$ cat src/rtl/dram_ctrl_pkg.sv
// Shared encodings, scheduler states and default geometry for the DRAM command scheduler.
package dram_ctrl_pkg;

  localparam int DEF_BANKS       = 8;
  localparam int DEF_ROWS        = 128;
  localparam int DEF_COLS        = 8;
  localparam int DEF_DATA_WIDTH  = 8;
  localparam int DEF_ACK_TIMEOUT = 64;

  localparam int DEF_BW = $clog2(DEF_BANKS);
  localparam int DEF_RW = $clog2(DEF_ROWS);
  localparam int DEF_CW = $clog2(DEF_COLS);

  typedef enum logic [1:0] {
    CMD_ACT = 2'b00,
    CMD_RD  = 2'b01,
    CMD_WR  = 2'b10,
    CMD_PRE = 2'b11
  } cmd_e;

  typedef enum logic [2:0] {
    IDLE,
    PRE_REQ,
    PRE_REL,
    ACT_REQ,
    ACT_REL,
    RW_REQ,
    RW_REL
  } state_e;

endpackage

$ cat src/rtl/dram_cmd_sched_if.sv
// L2-request, DRAM-command and read-response signals of the scheduler; master = scheduler side.
interface dram_cmd_sched_if
  import dram_ctrl_pkg::*;
#(
  parameter int NUM_OF_BANKS = DEF_BANKS,
  parameter int NUM_OF_ROWS  = DEF_ROWS,
  parameter int NUM_OF_COLS  = DEF_COLS,
  parameter int DATA_WIDTH   = DEF_DATA_WIDTH
);
  localparam int BW = $clog2(NUM_OF_BANKS);
  localparam int RW = $clog2(NUM_OF_ROWS);
  localparam int CW = $clog2(NUM_OF_COLS);

  logic                    req_valid;
  logic                    req_ready;
  logic                    req_wr;
  logic [BW-1:0]           req_bank;
  logic [RW-1:0]           req_row;
  logic [CW-1:0]           req_col;
  logic [DATA_WIDTH-1:0]   req_data;
  logic                    cmd_req;
  logic [1:0]              cmd;
  logic                    cmd_ack;
  logic [BW-1:0]           bank_id;
  logic [RW-1:0]           row_id;
  logic [CW-1:0]           col_id;
  logic [NUM_OF_BANKS-1:0] bank_sel;
  logic [NUM_OF_ROWS-1:0]  row_sel;
  logic [NUM_OF_COLS-1:0]  col_sel;
  logic                    bank_rw;
  logic                    buf_rw;
  logic [DATA_WIDTH-1:0]   wr_data;
  logic [DATA_WIDTH-1:0]   dram_dout;
  logic                    rsp_valid;
  logic [DATA_WIDTH-1:0]   rsp_data;
  logic                    err;

  modport master (
    input  req_valid, req_wr, req_bank, req_row, req_col, req_data, cmd_ack, dram_dout,
    output req_ready, cmd_req, cmd, bank_id, row_id, col_id, bank_sel, row_sel, col_sel,
           bank_rw, buf_rw, wr_data, rsp_valid, rsp_data, err
  );

  modport slave (
    output req_valid, req_wr, req_bank, req_row, req_col, req_data, cmd_ack, dram_dout,
    input  req_ready, cmd_req, cmd, bank_id, row_id, col_id, bank_sel, row_sel, col_sel,
           bank_rw, buf_rw, wr_data, rsp_valid, rsp_data, err
  );
endinterface

$ cat src/rtl/dram_open_row_table.sv
// Per-bank open-row tracking: valid bit plus open row id, with combinational lookup.
module dram_open_row_table
  import dram_ctrl_pkg::*;
#(
  parameter int NUM_OF_BANKS = DEF_BANKS,
  parameter int NUM_OF_ROWS  = DEF_ROWS
) (
  input  logic                            clk,
  input  logic                            rst_b,
  input  logic [$clog2(NUM_OF_BANKS)-1:0] lk_bank,
  input  logic [$clog2(NUM_OF_ROWS)-1:0]  lk_row,
  output logic                            lk_open,
  output logic                            lk_hit,
  output logic [$clog2(NUM_OF_ROWS)-1:0]  lk_open_row,
  input  logic                            set_en,
  input  logic                            clr_en,
  input  logic [$clog2(NUM_OF_BANKS)-1:0] upd_bank,
  input  logic [$clog2(NUM_OF_ROWS)-1:0]  upd_row
);
  localparam int RW = $clog2(NUM_OF_ROWS);

  logic [NUM_OF_BANKS-1:0] vld_q, vld_d;
  logic [RW-1:0]           row_q [NUM_OF_BANKS];
  logic [RW-1:0]           row_d [NUM_OF_BANKS];

  always_comb begin
    vld_d = vld_q;
    row_d = row_q;
    if (clr_en) vld_d[upd_bank] = 1'b0;
    if (set_en) begin
      vld_d[upd_bank] = 1'b1;
      row_d[upd_bank] = upd_row;
    end
  end

  always_ff @(posedge clk or negedge rst_b) begin
    if (!rst_b) begin
      vld_q <= '0;
      for (int i = 0; i < NUM_OF_BANKS; i++) row_q[i] <= '0;
    end else begin
      vld_q <= vld_d;
      row_q <= row_d;
    end
  end

  assign lk_open     = vld_q[lk_bank];
  assign lk_open_row = row_q[lk_bank];
  assign lk_hit      = vld_q[lk_bank] && (row_q[lk_bank] == lk_row);
endmodule

$ cat src/rtl/dram_cmd_sched.sv
// Open-page DRAM command scheduler: issues PRE/ACT/RD/WR over a four-phase req/ack handshake.
module dram_cmd_sched
  import dram_ctrl_pkg::*;
#(
  parameter int NUM_OF_BANKS = DEF_BANKS,
  parameter int NUM_OF_ROWS  = DEF_ROWS,
  parameter int NUM_OF_COLS  = DEF_COLS,
  parameter int DATA_WIDTH   = DEF_DATA_WIDTH,
  parameter int ACK_TIMEOUT  = DEF_ACK_TIMEOUT
) (
  input logic              clk,
  input logic              rst_b,
  dram_cmd_sched_if.master bus
);
  localparam int BW = $clog2(NUM_OF_BANKS);
  localparam int RW = $clog2(NUM_OF_ROWS);
  localparam int CW = $clog2(NUM_OF_COLS);
  localparam int TW = $clog2(ACK_TIMEOUT);
  localparam logic [TW-1:0] TMO_LAST = TW'(ACK_TIMEOUT - 1);

  state_e                  state_q, state_d;
  logic                    ack_s1_q, ack_s2_q;
  logic                    accept;
  logic                    wr_q, wr_d;
  logic [BW-1:0]           bank_q, bank_d;
  logic [RW-1:0]           row_q, row_d;
  logic [CW-1:0]           col_q, col_d;
  logic [DATA_WIDTH-1:0]   data_q, data_d;
  logic [TW-1:0]           tmo_q, tmo_d;
  logic                    req_ready_q, req_ready_d;
  logic                    cmd_req_q, cmd_req_d;
  cmd_e                    cmd_q, cmd_d;
  logic [BW-1:0]           bank_id_q, bank_id_d;
  logic [RW-1:0]           row_id_q, row_id_d;
  logic [CW-1:0]           col_id_q, col_id_d;
  logic [NUM_OF_BANKS-1:0] bank_sel_q, bank_sel_d;
  logic [NUM_OF_ROWS-1:0]  row_sel_q, row_sel_d;
  logic [NUM_OF_COLS-1:0]  col_sel_q, col_sel_d;
  logic                    bank_rw_q, bank_rw_d;
  logic                    buf_rw_q, buf_rw_d;
  logic [DATA_WIDTH-1:0]   wr_data_q, wr_data_d;
  logic                    rsp_valid_q, rsp_valid_d;
  logic [DATA_WIDTH-1:0]   rsp_data_q, rsp_data_d;
  logic                    err_q, err_d;
  logic                    tbl_set, tbl_clr, lk_open, lk_hit, active;
  logic [RW-1:0]           lk_open_row;

  // Request fields are taken straight from the bus in the accept cycle so lookup and decode see them.
  assign accept = bus.req_valid && req_ready_q;
  assign wr_d   = accept ? bus.req_wr   : wr_q;
  assign bank_d = accept ? bus.req_bank : bank_q;
  assign row_d  = accept ? bus.req_row  : row_q;
  assign col_d  = accept ? bus.req_col  : col_q;
  assign data_d = accept ? bus.req_data : data_q;

  dram_open_row_table #(.NUM_OF_BANKS(NUM_OF_BANKS), .NUM_OF_ROWS(NUM_OF_ROWS)) u_tbl (
    .clk(clk), .rst_b(rst_b),
    .lk_bank(bank_d), .lk_row(row_d), .lk_open(lk_open), .lk_hit(lk_hit), .lk_open_row(lk_open_row),
    .set_en(tbl_set), .clr_en(tbl_clr), .upd_bank(bank_q), .upd_row(row_q)
  );

  always_comb begin
    state_d     = state_q;
    tbl_set     = 1'b0;
    tbl_clr     = 1'b0;
    rsp_valid_d = 1'b0;
    err_d       = 1'b0;
    rsp_data_d  = rsp_data_q;
    case (state_q)
      IDLE:    if (accept) state_d = lk_hit ? RW_REQ : (lk_open ? PRE_REQ : ACT_REQ);
      PRE_REQ: if (ack_s2_q) state_d = PRE_REL;
      PRE_REL: if (!ack_s2_q) begin tbl_clr = 1'b1; state_d = ACT_REQ; end
      ACT_REQ: if (ack_s2_q) state_d = ACT_REL;
      ACT_REL: if (!ack_s2_q) begin tbl_set = 1'b1; state_d = RW_REQ; end
      RW_REQ:  if (ack_s2_q) begin
                 state_d = RW_REL;
                 if (!wr_q) rsp_data_d = bus.dram_dout;
               end
      RW_REL:  if (!ack_s2_q) begin rsp_valid_d = !wr_q; state_d = IDLE; end
      default: state_d = IDLE;
    endcase
    // A stalled handshake abandons the request and forgets the bank's row, whatever else happened.
    if (state_q != IDLE && tmo_q == TMO_LAST) begin
      state_d     = IDLE;
      err_d       = 1'b1;
      tbl_set     = 1'b0;
      tbl_clr     = 1'b1;
      rsp_valid_d = 1'b0;
      rsp_data_d  = rsp_data_q;
    end
    tmo_d = (state_d != state_q || state_q == IDLE) ? '0 : tmo_q + 1'b1;

    active      = (state_d != IDLE);
    req_ready_d = !active;
    cmd_req_d   = (state_d == PRE_REQ) || (state_d == ACT_REQ) || (state_d == RW_REQ);
    case (state_d)
      PRE_REQ, PRE_REL: cmd_d = CMD_PRE;
      RW_REQ, RW_REL:   cmd_d = wr_d ? CMD_WR : CMD_RD;
      default:          cmd_d = CMD_ACT;
    endcase
    bank_rw_d  = (cmd_d == CMD_PRE) && active;
    buf_rw_d   = (cmd_d == CMD_WR) && active;
    bank_id_d  = active ? bank_d : '0;
    row_id_d   = !active ? '0 : (bank_rw_d ? lk_open_row : row_d);
    col_id_d   = active ? col_d : '0;
    bank_sel_d = active ? ({{(NUM_OF_BANKS-1){1'b0}}, 1'b1} << bank_id_d) : '0;
    row_sel_d  = active ? ({{(NUM_OF_ROWS-1){1'b0}}, 1'b1} << row_id_d) : '0;
    col_sel_d  = active ? ({{(NUM_OF_COLS-1){1'b0}}, 1'b1} << col_id_d) : '0;
    wr_data_d  = buf_rw_d ? data_d : '0;
  end

  always_ff @(posedge clk or negedge rst_b) begin
    if (!rst_b) begin
      state_q <= IDLE;   ack_s1_q <= 1'b0;  ack_s2_q <= 1'b0;
      wr_q <= 1'b0;      bank_q <= '0;      row_q <= '0;      col_q <= '0;
      data_q <= '0;      tmo_q <= '0;       req_ready_q <= 1'b0;
      cmd_req_q <= 1'b0; cmd_q <= CMD_ACT;  bank_id_q <= '0;  row_id_q <= '0;
      col_id_q <= '0;    bank_sel_q <= '0;  row_sel_q <= '0;  col_sel_q <= '0;
      bank_rw_q <= 1'b0; buf_rw_q <= 1'b0;  wr_data_q <= '0;
      rsp_valid_q <= 1'b0; rsp_data_q <= '0; err_q <= 1'b0;
    end else begin
      state_q <= state_d;     ack_s1_q <= bus.cmd_ack; ack_s2_q <= ack_s1_q;
      wr_q <= wr_d;           bank_q <= bank_d;        row_q <= row_d;     col_q <= col_d;
      data_q <= data_d;       tmo_q <= tmo_d;          req_ready_q <= req_ready_d;
      cmd_req_q <= cmd_req_d; cmd_q <= cmd_d;          bank_id_q <= bank_id_d; row_id_q <= row_id_d;
      col_id_q <= col_id_d;   bank_sel_q <= bank_sel_d; row_sel_q <= row_sel_d; col_sel_q <= col_sel_d;
      bank_rw_q <= bank_rw_d; buf_rw_q <= buf_rw_d;    wr_data_q <= wr_data_d;
      rsp_valid_q <= rsp_valid_d; rsp_data_q <= rsp_data_d; err_q <= err_d;
    end
  end

  assign bus.req_ready = req_ready_q;
  assign bus.cmd_req   = cmd_req_q;
  assign bus.cmd       = cmd_q;
  assign bus.bank_id   = bank_id_q;
  assign bus.row_id    = row_id_q;
  assign bus.col_id    = col_id_q;
  assign bus.bank_sel  = bank_sel_q;
  assign bus.row_sel   = row_sel_q;
  assign bus.col_sel   = col_sel_q;
  assign bus.bank_rw   = bank_rw_q;
  assign bus.buf_rw    = buf_rw_q;
  assign bus.wr_data   = wr_data_q;
  assign bus.rsp_valid = rsp_valid_q;
  assign bus.rsp_data  = rsp_data_q;
  assign bus.err       = err_q;
endmodule

$ cat src/flat_wrapper.sv
// flat-port wrapper written by rule: the top's interface ports become plain ports
module dram_cmd_sched_flat import dram_ctrl_pkg::*;
#(
  parameter int NUM_OF_BANKS = DEF_BANKS,
  parameter int NUM_OF_ROWS  = DEF_ROWS,
  parameter int NUM_OF_COLS  = DEF_COLS,
  parameter int DATA_WIDTH   = DEF_DATA_WIDTH,
  parameter int ACK_TIMEOUT  = DEF_ACK_TIMEOUT
)
  (clk, rst_b, bus_req_valid, bus_req_wr, bus_req_bank, bus_req_row, bus_req_col, bus_req_data, bus_cmd_ack, bus_dram_dout, bus_req_ready, bus_cmd_req, bus_cmd, bus_bank_id, bus_row_id, bus_col_id, bus_bank_sel, bus_row_sel, bus_col_sel, bus_bank_rw, bus_buf_rw, bus_wr_data, bus_rsp_valid, bus_rsp_data, bus_err);
  dram_cmd_sched_if #(.NUM_OF_BANKS(NUM_OF_BANKS), .NUM_OF_ROWS(NUM_OF_ROWS), .NUM_OF_COLS(NUM_OF_COLS), .DATA_WIDTH(DATA_WIDTH)) bus_i ();
  input logic clk;
  input logic rst_b;
  input wire logic [$bits(bus_i.req_valid)-1:0] bus_req_valid;
  input wire logic [$bits(bus_i.req_wr)-1:0] bus_req_wr;
  input wire logic [$bits(bus_i.req_bank)-1:0] bus_req_bank;
  input wire logic [$bits(bus_i.req_row)-1:0] bus_req_row;
  input wire logic [$bits(bus_i.req_col)-1:0] bus_req_col;
  input wire logic [$bits(bus_i.req_data)-1:0] bus_req_data;
  input wire logic [$bits(bus_i.cmd_ack)-1:0] bus_cmd_ack;
  input wire logic [$bits(bus_i.dram_dout)-1:0] bus_dram_dout;
  output wire logic [$bits(bus_i.req_ready)-1:0] bus_req_ready;
  output wire logic [$bits(bus_i.cmd_req)-1:0] bus_cmd_req;
  output wire logic [$bits(bus_i.cmd)-1:0] bus_cmd;
  output wire logic [$bits(bus_i.bank_id)-1:0] bus_bank_id;
  output wire logic [$bits(bus_i.row_id)-1:0] bus_row_id;
  output wire logic [$bits(bus_i.col_id)-1:0] bus_col_id;
  output wire logic [$bits(bus_i.bank_sel)-1:0] bus_bank_sel;
  output wire logic [$bits(bus_i.row_sel)-1:0] bus_row_sel;
  output wire logic [$bits(bus_i.col_sel)-1:0] bus_col_sel;
  output wire logic [$bits(bus_i.bank_rw)-1:0] bus_bank_rw;
  output wire logic [$bits(bus_i.buf_rw)-1:0] bus_buf_rw;
  output wire logic [$bits(bus_i.wr_data)-1:0] bus_wr_data;
  output wire logic [$bits(bus_i.rsp_valid)-1:0] bus_rsp_valid;
  output wire logic [$bits(bus_i.rsp_data)-1:0] bus_rsp_data;
  output wire logic [$bits(bus_i.err)-1:0] bus_err;
  assign bus_i.req_valid = bus_req_valid;
  assign bus_i.req_wr = bus_req_wr;
  assign bus_i.req_bank = bus_req_bank;
  assign bus_i.req_row = bus_req_row;
  assign bus_i.req_col = bus_req_col;
  assign bus_i.req_data = bus_req_data;
  assign bus_i.cmd_ack = bus_cmd_ack;
  assign bus_i.dram_dout = bus_dram_dout;
  assign bus_req_ready = bus_i.req_ready;
  assign bus_cmd_req = bus_i.cmd_req;
  assign bus_cmd = bus_i.cmd;
  assign bus_bank_id = bus_i.bank_id;
  assign bus_row_id = bus_i.row_id;
  assign bus_col_id = bus_i.col_id;
  assign bus_bank_sel = bus_i.bank_sel;
  assign bus_row_sel = bus_i.row_sel;
  assign bus_col_sel = bus_i.col_sel;
  assign bus_bank_rw = bus_i.bank_rw;
  assign bus_buf_rw = bus_i.buf_rw;
  assign bus_wr_data = bus_i.wr_data;
  assign bus_rsp_valid = bus_i.rsp_valid;
  assign bus_rsp_data = bus_i.rsp_data;
  assign bus_err = bus_i.err;
  dram_cmd_sched #(.NUM_OF_BANKS(NUM_OF_BANKS), .NUM_OF_ROWS(NUM_OF_ROWS), .NUM_OF_COLS(NUM_OF_COLS), .DATA_WIDTH(DATA_WIDTH), .ACK_TIMEOUT(ACK_TIMEOUT)) u_core (.clk(clk), .rst_b(rst_b), .bus(bus_i));
endmodule
$ cat config.mk
export PLATFORM = sky130hd
export DESIGN_NAME = dram_cmd_sched_flat
export DESIGN_NICKNAME = d
export VERILOG_FILES = /design/src/rtl/dram_ctrl_pkg.sv /design/src/rtl/dram_cmd_sched_if.sv /design/src/rtl/dram_open_row_table.sv /design/src/rtl/dram_cmd_sched.sv /design/src/flat_wrapper.sv
export SDC_FILE = /design/constraint.sdc
export NUM_CORES = 1
export LEC_CHECK = 0
export BUFFER_PORTS_ARGS = -buffer_cell sky130_fd_sc_hd__buf_4
export CAP_MARGIN = 20
export CORE_UTILIZATION = 40
export CTS_BUF_LIST = sky130_fd_sc_hd__clkbuf_8
export DETAILED_ROUTE_END_ITERATION = 8
export PLACE_DENSITY_LB_ADDON = 0.25
export SLEW_MARGIN = 20
export SYNTH_ARGS = -nofsm -noshare
export SYNTH_HDL_FRONTEND = slang
export SYNTH_SLANG_ARGS = --single-unit
$ cat constraint.sdc
create_clock -name clk -period 4 [get_ports clk]
set_clock_uncertainty 0.2 [all_clocks]
set_input_delay 0.4 -clock clk [delete_from_list [all_inputs] [get_ports clk]]
set_output_delay 0.4 -clock clk [all_outputs]
set_load 0.02 [all_outputs]
# == Word-level counts from Yosys, hierarchy flattened ==
# Index checks and enable logic that the tools add are counted.
# classes
addsub,1
mul,0
div_mod_pow,0
order_cmp,6
eq_ne,16
n_shift,3
muxes,48
bitwise_logic,7
reduce_logical,18
# ops
op,n
128-bit 2-to-1 mux,1
"1-bit by 7-bit << shifter with 128-bit output, first input constant",1
56-bit bitwise mux,1
8-bit 2-to-1 mux,6
7-bit 2-to-1 mux,6
3-bit 2-to-1 mux,13
7-bit binary-select mux with 3-bit select,1
7-bit demux with 3-bit select,1
3-bit one-hot mux with 7 select lines,1
"1-bit by 3-bit << shifter with 8-bit output, first input constant",2
"3-bit equality test, second input constant",5
"3-bit by 2-bit equality test with 1-bit output, second input constant",4
1-bit 2-to-1 mux,12
8-bit AND,1
"4-bit >= comparator, second input constant",2
"3-bit by 4-bit less-than comparator with 1-bit output, second input constant",2
3-bit inverter with 4-bit output,2
8-bit inverter,1
8-bit bitwise OR,1
7-bit equality test,1
1-bit logical AND,7
"6-bit by 1-bit adder with 6-bit output, second input constant",1
"3-bit by 1-bit equality test with 1-bit output, second input constant",2
"6-bit equality test, second input constant",1
16 further kinds,24
# totals
register_bits,278
latch_bits,0
ramBits,0
rom_bits,0
inputBits,34
word_cells,132
mem_count,0

# == Logic depth before layout (Yosys ltp) ==
# Gate-level depths: netlist of the first run.
# depth
word_depth,21
depth_mapped,18
ltp_nobuf,11

# == By module ==
# Synthesis of the first run repeated with hierarchy kept, for this count alone.
# hier_totals
hier_cells,819
hier_area_um2,10850.4
# by_module_without_submodules
module,n_inst,cells_each,area_per_inst_um2,seq_area_each_um2
dram_cmd_sched,1,609,7785.0,5355.1
dram_open_row_table,1,210,3065.4,1601.5

# == Worst setup path before layout of the first run ==
# No wires, ideal clock.
# synth_timing
path_kind,register to register
from,reg u_core.req_ready_q (netlist: u_core.bus.req_ready)
to,reg u_core.row_sel_q[60] (netlist: u_core.bus.row_sel[60])
setup_time_ns,0.147
arrival_time_ns,3.560
path_slack_ns,0.093
path_stages_with_launch,18
period_less_slack_ns,3.907
cell_sequence,dfrtp_1 -> buf_4 -> a21bo_4 -> and2_1 -> buf_6 -> clkinv_2 -> buf_6 -> a211oi_1 -> or4_1 -> buf_2 -> xnor2_2 -> nand4_1 -> o31ai_2 -> buf_6 -> buf_12 -> mux2i_2 -> buf_2 -> nor4_2
# synth_via
elab_chain_len,21
elab_cells_between_ends,32
# synth_lines
element,line_no,rtl
from (decl),dram_cmd_sched.sv:30,"logic req_ready_q, req_ready_d;"
from (signal assigned),dram_cmd_sched.sv:124,data_q <= data_d; tmo_q <= tmo_d; req_ready_q <= req_ready_d;
1-bit logical AND (*),dram_cmd_sched.sv:49,assign accept = bus.req_valid && req_ready_q;
3-bit 2-to-1 mux,dram_cmd_sched.sv:51,assign bank_d = accept ? bus.req_bank : bank_q;
3-bit inverter with 4-bit output (implied by the code),"dram_open_row_table.sv:47, dram_open_row_table.sv:48",
7-bit binary-select mux with 3-bit select,"dram_open_row_table.sv:47, dram_open_row_table.sv:48",
7-bit 2-to-1 mux (implied by the code) (2 in a row),"dram_open_row_table.sv:47, dram_open_row_table.sv:48",
7-bit equality test,dram_open_row_table.sv:48,assign lk_hit = vld_q[lk_bank] && (row_q[lk_bank] == lk_row);
1-bit logical AND,dram_open_row_table.sv:48,
3-bit 2-to-1 mux (2 in a row),dram_cmd_sched.sv:70,IDLE: if (accept) state_d = lk_hit ? RW_REQ : (lk_open ? PRE_REQ : ACT_REQ);
[... 3 more ...],-,
2-bit OR reduction,dram_cmd_sched.sv:96,case (state_d)
2-bit one-hot mux with 2 select lines,dram_cmd_sched.sv:96,
2-bit equality test,dram_cmd_sched.sv:101,bank_rw_d = (cmd_d == CMD_PRE) && active;
1-bit logical AND,dram_cmd_sched.sv:101,
7-bit 2-to-1 mux (2 in a row),dram_cmd_sched.sv:104,row_id_d = !active ? '0 : (bank_rw_d ? lk_open_row : row_d);
1-bit by 7-bit << shifter with 128-bit output,dram_cmd_sched.sv:107,"row_sel_d = active ? ({{(NUM_OF_ROWS-1){1'b0}}, 1'b1} << row_id_d) : '0;"
128-bit 2-to-1 mux (*),dram_cmd_sched.sv:107,
net u_core.row_sel_d[60],dram_cmd_sched.sv:37,"logic [NUM_OF_ROWS-1:0] row_sel_q, row_sel_d;"
to (signal assigned),dram_cmd_sched.sv:126,col_id_q <= col_id_d; bank_sel_q <= bank_sel_d; row_sel_q <= row_sel_d; col_sel_q <= col_sel_d;
to (decl),dram_cmd_sched.sv:37,
# Mark *: on every way through the listed nets, which the timed path passes. The rest lies on a longest branch. The select of a mux whose other input is x is not followed.
# A chain may end at the register's enable or synchronous reset.

# == Worst setup path after layout of the first run ==
# layout_timing
from,reg u_core.req_ready_q (netlist: u_core.bus.req_ready)
to,reg u_core.row_sel_q[100] (netlist: u_core.bus.row_sel[100])
# Same word-level chain as after synthesis.

==> flow_summary.yaml, run 1 <==
detailed_routing:
  drtPass1Iterations: 5
  initialDrtViolationCount: 781
  routed_wl_mm: 30.0
  drtAntennaViolNets: 0
  wl_per_cell_um: 18.8
  drc_errors: 0
  num_vias: 8331
  vias_per_cell: 5.23
power_and_ir_drop:
  vdd_drop_max_uv: 625
  power_density_nw_per_um2: 939
  total_power_mw: 14.6
  leakage_nw: 7.39
synthesis:
  synth_seq_cells: 278
  synth_area_um2: 11600
  synth-edff-count: 0
  synth_cells: 891
  ys_async_sr_fraction: 1.00
  synth_area_per_cell_um2: 13.0
  synth_top_area_frac: 0.601
  netlist-cell-type-count: 57
  yosysTopAreaCell: "dfrtp_1"
  synth_warnings: 0
  ys_top_cells_by_area: "dfrtp_1 60%, mux2_2 7.7%, nor4_2 7.7%, nor4_1 2.4%, a211oi_1 2.0%"
  ys_seq_area_frac: 0.601
  synth_nets: 926
  synthFlopType: "dfrtp_1"
cells_and_area:
  final_common_cell: "dfrtp_1"
  final_nets: 1215
  drive_above_1_share: 0.450
  diodes: 0
  post-route-util: 0.554
  final_cells: 1594
  area_delta_synth_final_pct: 34.4
  final_cell_mix: "277 x dfrtp_1, 267 x buf_4, 79 x mux2_2"
placement:
  dpl.hpwl_mm: 19.8
  port_buffers: 214
  dp.cells: 1473
  place.gp.congestion: 0.885
  dp_worst_setup_slack_ns: -0.0229
global_route:
  grt_overflow: 0
  antenna_found_initial: 0
  grt_max_degree: 131
  grt_use_total: 0.201
  grt_pass1_wl_mm: 46.5
  first_global_vias: 8295
clock_tree:
  cts_buffers: 48
  cts_tree: "built"
  cts.sinks: 278
  clk_latency_ns: 0.55
  clkTransAtPathRegs_ns: 0.06
  cts.htree.levels: 2
  clockBufferDepth: 3
  root_buffer: "clkbuf_8"
floorplan:
  fp.dieArea_um2: 29600
  io_pins: 215
  std_cell_rows: 61
  die_x_um: 172
  dieHeight_um: 172
  start_util: 0.412
  coreArea_um2: 28100
worst_setup_path:
  cp-start-kind: "flip-flop"
  criticalPathCategory: "reg -> reg"
  worst_ep_required_time_ns: 4.22
  path_max_fanout: 18
  worstPathArrival_ns: 4.04
  end_kind: "flip-flop"
sta:
  worstMarginPinSlew_ns: 0.728
  fin_ws_ns: 0.182
  post-route-min-period_ns: 3.82
  setup_tns_ns: 0
  finalHoldViolCount: 0
  period_share: 0.955
  report.final.slew_viol_count: 0
  fmax_mhz: 262
  max_slew_margin: 0.510
  setup-violations-final: 0
flow_run:
  max_cap_violations: 0
worst_hold_path:
  hold_path.class: "in -> reg"
status:
  status: "complete, no violations"
worst paths after layout:
path | from | end | slack (ns) | cells past startpoint
worst min register to register | u_core.ack_s1_q | u_core.ack_s2_q | 0.15 | 0
min in group asynchronous | rst_b | u_core.bus.row_sel[41] | 0.18 | 2
worst min-delay path | bus_req_col[2] | u_core.col_q[2] | 0.05 | 3
max in group asynchronous | rst_b | u_core.bus.row_sel[55] | 2.69 | 3
worst max-delay path | u_core.bus.req_ready | u_core.bus.row_sel[100] | 0.18 | 14
worst max register to register | u_core.bus.req_ready | u_core.bus.row_sel[100] | 0.18 | 14
cells by family (layout without fill, tap and decap cells):
| kind of cell | count (synthesis) | count (layout) | share of synthesized area |
|---|---|---|---|
| xor gates and xnor gates | 10 | 10 | 0.00887 |
| AOI/OAI and AO/OA | 79 | 79 | 0.0489 |
| and+or+nand+nor | 323 | 323 | 0.193 |
| muxes | 103 | 103 | 0.0999 |
| adders and majority gates | 1 | 1 | 0.00108 |
| DFF | 278 | 278 | 0.601 |
| buffers and inverters | 97 | 422 | 0.0469 |
per-stage QoR:
| step | hold slack, ns | cell area (um^2) |
|---|---|---|
| after global routing | 0.0267 | 15600 |
| final | 0.0494 | 15600 |
| after floorplan | -0.0956 | 11600 |
| after CTS | 0.0159 | 15400 |
| after global placement | 0.134 | 14100 |
| after detailed placement | 0.136 | 14100 |
layer usage:
| metal | GRT usage | routed length, um |
|---|---|---|
| met1 | 0.280 | 13600 |
| met4 | 0.0616 | 668 |
| met5 | 0 | 0 |
| met2 | 0.321 | 14400 |
| met3 | 0.0346 | 1440 |
registers in the layout, indices dropped and copies added, names as in the netlist, 7 cells and up, named ones only:
| signal | count |
|---|---|
| u_core.bus.row_sel | 128 |
| u_core.u_tbl.row_q | 56 |
| u_core.bus.bank_sel | 8 |
| u_core.bus.col_sel | 8 |
| u_core.bus.rsp_data | 8 |
| u_core.bus.wr_data | 8 |
| u_core.data_q | 8 |
| u_core.bus.row_id | 7 |
| u_core.row_q | 7 |
cells in the mapped netlist, drive strengths merged, types with 3 or more instances:
cell type / n
a211oi: 31
a21oi: 15
and2: 7
and3: 31
buf: 56
clkbuf: 21
dfrtp: 278
inv: 18
mux2: 79
mux2i: 24
nand2: 43
nand2b: 6
nand3: 9
nor2: 36
nor2b: 14
nor3: 41
nor4: 115
o21ai: 12
o31ai: 4
or3: 3
or4: 7
xnor2: 7
xor2: 3
timing repair:
item | CTS | global route
hold endpoints to repair | 156 | 0
hold buffers | 24 | 0
setup buffers | 0 | 9
resized for setup | 0 | 6
endpoints found under the setup margin | 0 | 136
power breakdown:
part | internal [mW] | total, mW | leakage [nW] | switching, mW
Sequential | 3.52 | 3.97 | 3.72 | 0.456
Combinational | 3.11 | 7.90 | 3.08 | 4.79
Clock | 1.60 | 2.72 | 0.586 | 1.13
cell type report:
| type | count | area (um^2) |
|---|---|---|
| Timing Repair Buffer | 316 | 2750 |
| Sequential cell | 278 | 6960 |
| Clock buffer | 63 | 867 |
| Fill cell | 2393 | 12500 |
| Tap cell | 378 | 473 |
| Clock inverter | 23 | 178 |
| Multi-Input combinational cell | 516 | 4250 |
| Inverter | 20 | 77.6 |
critical path, cell delays in order (launching register included):
cell,delay [ns]
dfrtp_2,0.46
a21bo_4,0.22
and2_1,0.19
inv_4,0.17
buf_4,0.20
a211oi_1,0.08
or4_1,0.59
xnor2_1,0.21
nand2_1,0.14
o31ai_4,0.23
buf_12,0.20
buf_4,0.16
mux2i_4,0.31
clkbuf_16,0.25
nor4_1,0.06
(Power assumes the default switching activity.)
==> inputs of run 2 (changes only) <==
CTS_BUF_LIST = sky130_fd_sc_hd__clkbuf_4   (was sky130_fd_sc_hd__clkbuf_8)
==> run 2 against run 1 <==
Via count is 1.1% higher. Total power down 2.4%. Largest power group unchanged. Cell count is 2.3% higher. Routed wire length grew 0.21%. Cell area shrank 0.56%.
==> flow_summary.yaml, run 2 (synthesis gave the netlist of run 1 again) <==
flow_run:
  max_cap_violations: 0
cells_and_area:
  final_nets: 1248
  final_cells: 1631
  area_delta_synth_final_pct: 33.7
  fill_cells: 2398
  drive_above_1_share: 0.462
  largest_register_ffs: 128
  final_common_cell: "dfrtp_1"
  final_cell_mix: "277 x dfrtp_1, 267 x buf_4, 97 x clkbuf_4"
detailed_routing:
  vias_per_cell: 5.17
  wl_per_cell_um: 18.5
  drc_errors: 0
  initialDrtViolationCount: 609
  drtPass1Iterations: 5
  routed_wl_mm: 30.1
  drtAntennaViolNets: 0
  num_vias: 8426
global_route:
  grt_max_degree: 131
  first_global_vias: 8587
  antenna_found_initial: 1
  grt_overflow: 0
  grt_pass1_wl_mm: 47.1
  grt_use_total: 0.205
sta:
  fin_ws_ns: 0.149
  report.final.slew_viol_count: 0
  post-route-min-period_ns: 3.85
  period_share: 0.963
  fmax_mhz: 260
  max_slew_margin: 0.490
  worstMarginPinSlew_ns: 0.759
  holdWs_ns: 0.0582
  finalHoldViolCount: 0
  setup-violations-final: 0
clock_tree:
  cts_buffers: 74
  clockBufferDepth: 3
  root_buffer: "clkbuf_4"
  cts_tree: "built"
  cts.sinks: 278
  cts.htree.levels: 3
  clk_latency_ns: 0.67
  clkTransAtPathRegs_ns: 0.07
floorplan:
  start_util: 0.412
  coreArea_um2: 28100
  die_x_um: 172
  fp.dieArea_um2: 29600
  dieHeight_um: 172
  io_pins: 215
  std_cell_rows: 61
worst_setup_path:
  end_kind: "flip-flop"
  worstPathArrival_ns: 4.16
  criticalPathCategory: "reg -> reg"
  cp-start-kind: "flip-flop"
  worst_ep_required_time_ns: 4.31
  path_max_fanout: 32
placement:
  dpl.hpwl_mm: 19.8
  dp_worst_setup_slack_ns: -0.0229
  place.gp.congestion: 0.885
  dp.cells: 1473
  port_buffers: 214
power_and_ir_drop:
  leakage_nw: 7.35
  vdd_drop_max_uv: 535
  power_density_nw_per_um2: 921
status:
  status: "complete, no violations"
worst_hold_path:
  hold_path.class: "in -> reg"
==> run 2: cell count changes in the layout (fill, tap and decap cells not counted), moves of 8 or more <==
| cell | change |
|---|---|
| clkinv_1 | +9 |
| inv_1 | -14 |
| clkbuf_8 | -63 |
| clkbuf_4 | +97 |
| dlygate4sd3_1 | +8 |
==> run 2: routing by layer <==
metal	global-route usage	wire length (um)
met1	0.279	13500
met2	0.322	14400
met3	0.0394	1540
met4	0.0831	619
met5	0	0
==> run 2: per-stage QoR <==
| step | area (um^2) | TNS (ns) | total power [mW] | util |
|---|---|---|---|---|
| after detailed placement | 14100 | -0.0229 | 11.6 | 0.502 |
| after CTS | 15300 | 0 | 14.2 | 0.546 |
| after global placement | 14100 | 0 | 11.5 | 0.502 |
| after global routing | 15500 | -0.0168 | 15.1 | 0.551 |
| after floorplan | 11600 | 0 | 8.67 | - |
| final | 15500 | 0 | 14.2 | 0.551 |
==> run 2: report_power, final <==
group | switching (mW) | internal [mW] | total (mW) | leakage, nW
clock | 1.12 | 1.38 | 2.50 | 0.533
combinational | 4.73 | 3.04 | 7.77 | 3.10
sequential | 0.460 | 3.52 | 3.98 | 3.72
total | 6.32 | 7.93 | 14.2 | 7.35
==> run 2: repair_timing <==
item	4_1_cts	5_1_grt
hold buffers	31	1
hold endpoints to repair	180	19
resized for setup	0	3
endpoints found under the setup margin	0	115
setup buffers	0	9
==> run 2: cell type report <==
cell class	count	area, um^2	share of cell area
Sequential cell	278	6960	0.450
Clock inverter	18	184	0.0119
Multi-Input combinational cell	516	4240	0.274
Antenna cell	1	2.50	0.000162
Inverter	20	76.3	0.00494
Clock buffer	97	728	0.0471
Timing Repair Buffer	323	2810	0.182
Tap cell	378	473	0.0306
==> run 2: critical path, stage by stage, from the launching register on <==
cell and delay, ns:
dfrtp_2 0.47, a21bo_4 0.23, and2_1 0.17, clkinv_2 0.20, buf_4 0.21, a211oi_1 0.08, or4_1 0.59, xnor2_1 0.21
nand2_1 0.14, o31ai_4 0.23, buf_12 0.20, buf_4 0.17, mux2i_4 0.25, buf_12 0.24, nor4_1 0.08
==> run 2: worst paths after layout <==
path	start	end	slack, ns	cells past startpoint
worst max-delay path	u_core.bus.req_ready	u_core.bus.row_sel[29]	0.15	14
worst min-delay path	bus_req_valid	u_core.bus.bank_sel[3]	0.06	4
worst max register to register	u_core.bus.req_ready	u_core.bus.row_sel[29]	0.15	14
max in group asynchronous	rst_b	u_core.u_tbl.row_q[44]	1.96	5
min in group asynchronous	rst_b	u_core.bus.row_sel[41]	0.52	3
worst min register to register	u_core.ack_s1_q	u_core.ack_s2_q	0.14	0
==> inputs of run 3 (changes only) <==
SYNTH_HIERARCHICAL = 1   (was default)
clock period = 4.9 ns   (was 4 ns; I/O delays follow)
==> run 3 against run 2 <==
Critical path depth grew 1. Hold slack lost 0.0085 ns. Synthesized cell count shrank 8.1%. Count of clock-buffer cells in the layout grew 8. Setup slack gained 0.20 ns. Global-route usage grew 0.18 points. Critical path type unchanged. Core utilization shrank 1.6 points. Combinational power shrank 44%. Die area shrank 6.2%. Sequential share of layout area grew 4.4 points. Flip-flop and latch count is the same.
==> flow_summary.yaml, run 3 <==
sta:
  setup_tns_ns: 0
  period_share: 0.929
  finalHoldViolCount: 0
  post-route-min-period_ns: 4.55
  worstMarginPinSlew_ns: 0.896
  max_slew_margin: 0.398
  setup-violations-final: 0
  fmax_mhz: 220
  report.final.slew_viol_count: 0
  holdWs_ns: 0.0496
detailed_routing:
  initialDrtViolationCount: 509
  wl_per_cell_um: 19.0
  met1_length_mm: 12.1
  route.met3.wl_mm: 1.45
  drtPass1Iterations: 5
  top_layer: "met4"
  drc_errors: 0
  dr_wl_met2_mm: 13.8
  num_vias: 7793
  vias_per_cell: 5.27
  drtAntennaViolNets: 0
  routed_wl_mm: 28.1
synthesis:
  synth.most_common_cell: "dfrtp_1"
  ys_top_cells_by_area: "dfrtp_1 64%, mux2_2 8.4%, nor4_1 5.7%, mux2i_1 2.1%, mux4_2 1.9%"
  synth-edff-count: 0
  synthFlopType: "dfrtp_1"
  synth_seq_cells: 278
  synth_compound_area_frac: 0.0408
  ys_async_sr_fraction: 1.00
  synthSimpleGateAreaFrac: 0.137
  synth-xor-area-share: 0.0113
  synth_top_family_by_area: "simple AND/OR/NAND/NOR gates"
  ys_seq_area_frac: 0.641
  synth_warnings: 6
  synth_nets: 854
  netlist-cell-type-count: 66
  synth_top_area_frac: 0.641
  synth_cells: 819
  synthAdderAreaFrac: 0.00115
  synthMuxAreaShare: 0.133
  yosysTopAreaCell: "dfrtp_1"
  synth_area_um2: 10900
  netlist_top_cells_count: "278 x dfrtp_1, 99 x nor4_1, 81 x mux2_2"
  synth_area_per_cell_um2: 13.2
placement:
  dp.cells: 1332
  place_area_um2: 12900
  dpl.hpwl_mm: 18.4
  port_buffers: 214
  place.gp.congestion: 0.820
cells_and_area:
  fill_cells: 2270
  largest_register_ffs: 128
  multi_input_area_um2: 3570
  final_cell_mix: "278 x dfrtp_1, 237 x buf_4, 105 x clkbuf_4"
  drive_above_1_share: 0.421
  final_common_cell: "dfrtp_1"
  postLayoutCellArea_um2: 14100
  seq_area_um2: 6960
  area_delta_synth_final_pct: 29.9
  final_nets: 1135
  final_cells: 1479
  post-route-util: 0.535
floorplan:
  fp.dieArea_um2: 27800
  std_cell_rows: 59
  io_pins: 215
  coreArea_um2: 26400
  die_x_um: 167
  start_util: 0.412
  dieHeight_um: 167
clock_tree:
  clk_latency_ns: 0.67
  cts.sinks: 278
  clkTransAtPathRegs_ns: 0.06
  cts_buffers: 74
  clockBufferDepth: 3
  cts.htree.levels: 3
  root_buffer: "clkbuf_4"
  post_cts_buffers: 0
  cts_tree: "built"
global_route:
  antenna_found_initial: 1
  first_global_vias: 8107
  grt_overflow: 0
  grt_use_total: 0.207
  grt_max_degree: 140
  grt_pass1_wl_mm: 44.8
worst_setup_path:
  r2r_start: "u_core/bus.req_ready"
  path_max_fanout: 27
  criticalPathCategory: "reg -> reg"
  worst_ep_required_time_ns: 5.29
  cp-start-kind: "flip-flop"
  timing.rr.end: "u_core/bus.row_sel[53]"
  cp-endpoint: "u_core/bus.row_sel[53]"
  ff2ff_setup_slack_ns: 0.35
  startpoint: "u_core/bus.req_ready"
  end_kind: "flip-flop"
  worstPathArrival_ns: 4.94
  ff2ff_path_depth: 15
power_and_ir_drop:
  power_density_nw_per_um2: 674
  vdd_drop_max_uv: 530
  leakage_nw: 6.97
flow_run:
  max_cap_violations: 0
worst_hold_path:
  hold_path.class: "in -> reg"
status:
  status: "complete, no violations"
-- run 3: cell types whose count changed in the layout (fill, tap and decap cells not counted), moves of 13 or more --
cell / delta
nor4_2: -71
nor4_1: +57
a211oi_1: -30
buf_4: -30
and3_1: -21
buf_12: -17
mux2i_1: +13
-- run 3: kinds of logic after synthesis --
group | after synthesis
muxes | 117
AOI/OAI and AO/OA | 54
DFF | 278
buffers and inverters | 89
xor gates and xnor gates | 14
and+or+nand+nor | 266
adders and majority gates | 1
-- run 3: layout make-up --
class / instances / share of cell area
Sequential cell: 278 / 0.493
Timing Repair Buffer: 270 / 0.154
Clock inverter: 14 / 0.00763
Tap cell: 335 / 0.0297
Multi-Input combinational cell: 452 / 0.253
Inverter: 24 / 0.00639
Antenna cell: 1 / 0.000177
Clock buffer: 105 / 0.0559
-- run 3: worst max-delay path, stage by stage (launching register included) --
cell and delay (ns):
dfrtp_1 0.39, nand2_1 0.11, buf_4 0.27, mux2i_1 0.13
inv_1 0.46, mux4_2 0.63, xor2_1 0.15, nand2_1 0.10
nor4_2 0.35, nand2b_1 0.18, o31a_1 0.12, a2bb2oi_1 0.24
o21ai_1 0.13, nand2_1 0.33, inv_2 0.30, nor4_1 0.38
-- run 3: layer usage --
layer,track usage,up-vias
li1,-,3579
met2,0.336,238
met5,0,-
met3,0.0482,46
met4,0.0870,0
met1,0.267,3930
-- run 3: timing repair --
| item | 4_1_cts | 5_1_grt |
|---|---|---|
| endpoints found under the setup margin | 0 | 15 |
| hold buffers | 27 | 0 |
| endpoints found under the hold margin | 113 | 0 |
| resized for setup | 0 | 1 |
-- run 3: metrics by stage --
stage | total power, mW | setup slack (ns)
CTS | 9.58 | 0.275
global route | 10.1 | -0.00129
global placement | 7.49 | 0.150
detailed placement | 7.57 | 0.0105
finish | 9.50 | 0.349
floorplan | 5.98 | 0.269
-- run 3: power breakdown --
| part | internal (mW) | switching [mW] |
|---|---|---|
| Clock | 1.04 | 0.910 |
| Sequential | 2.85 | 0.359 |
| Combinational | 1.54 | 2.80 |
-- run 3: worst min path at each step --
stage,start,end,depth (start not counted)
3_3_place_gp,u_core/ack_s1_q,u_core/ack_s2_q,0
3_5_place_dp,u_core/ack_s1_q,u_core/ack_s2_q,0
2_1_floorplan,rst_b,u_core/ack_s1_q,0
6_report,bus_req_row[0],u_core/row_q[0],2
4_1_cts,bus_req_row[0],u_core/row_q[0],2
5_1_grt,bus_req_bank[2],u_core/bus.bank_id[2],4
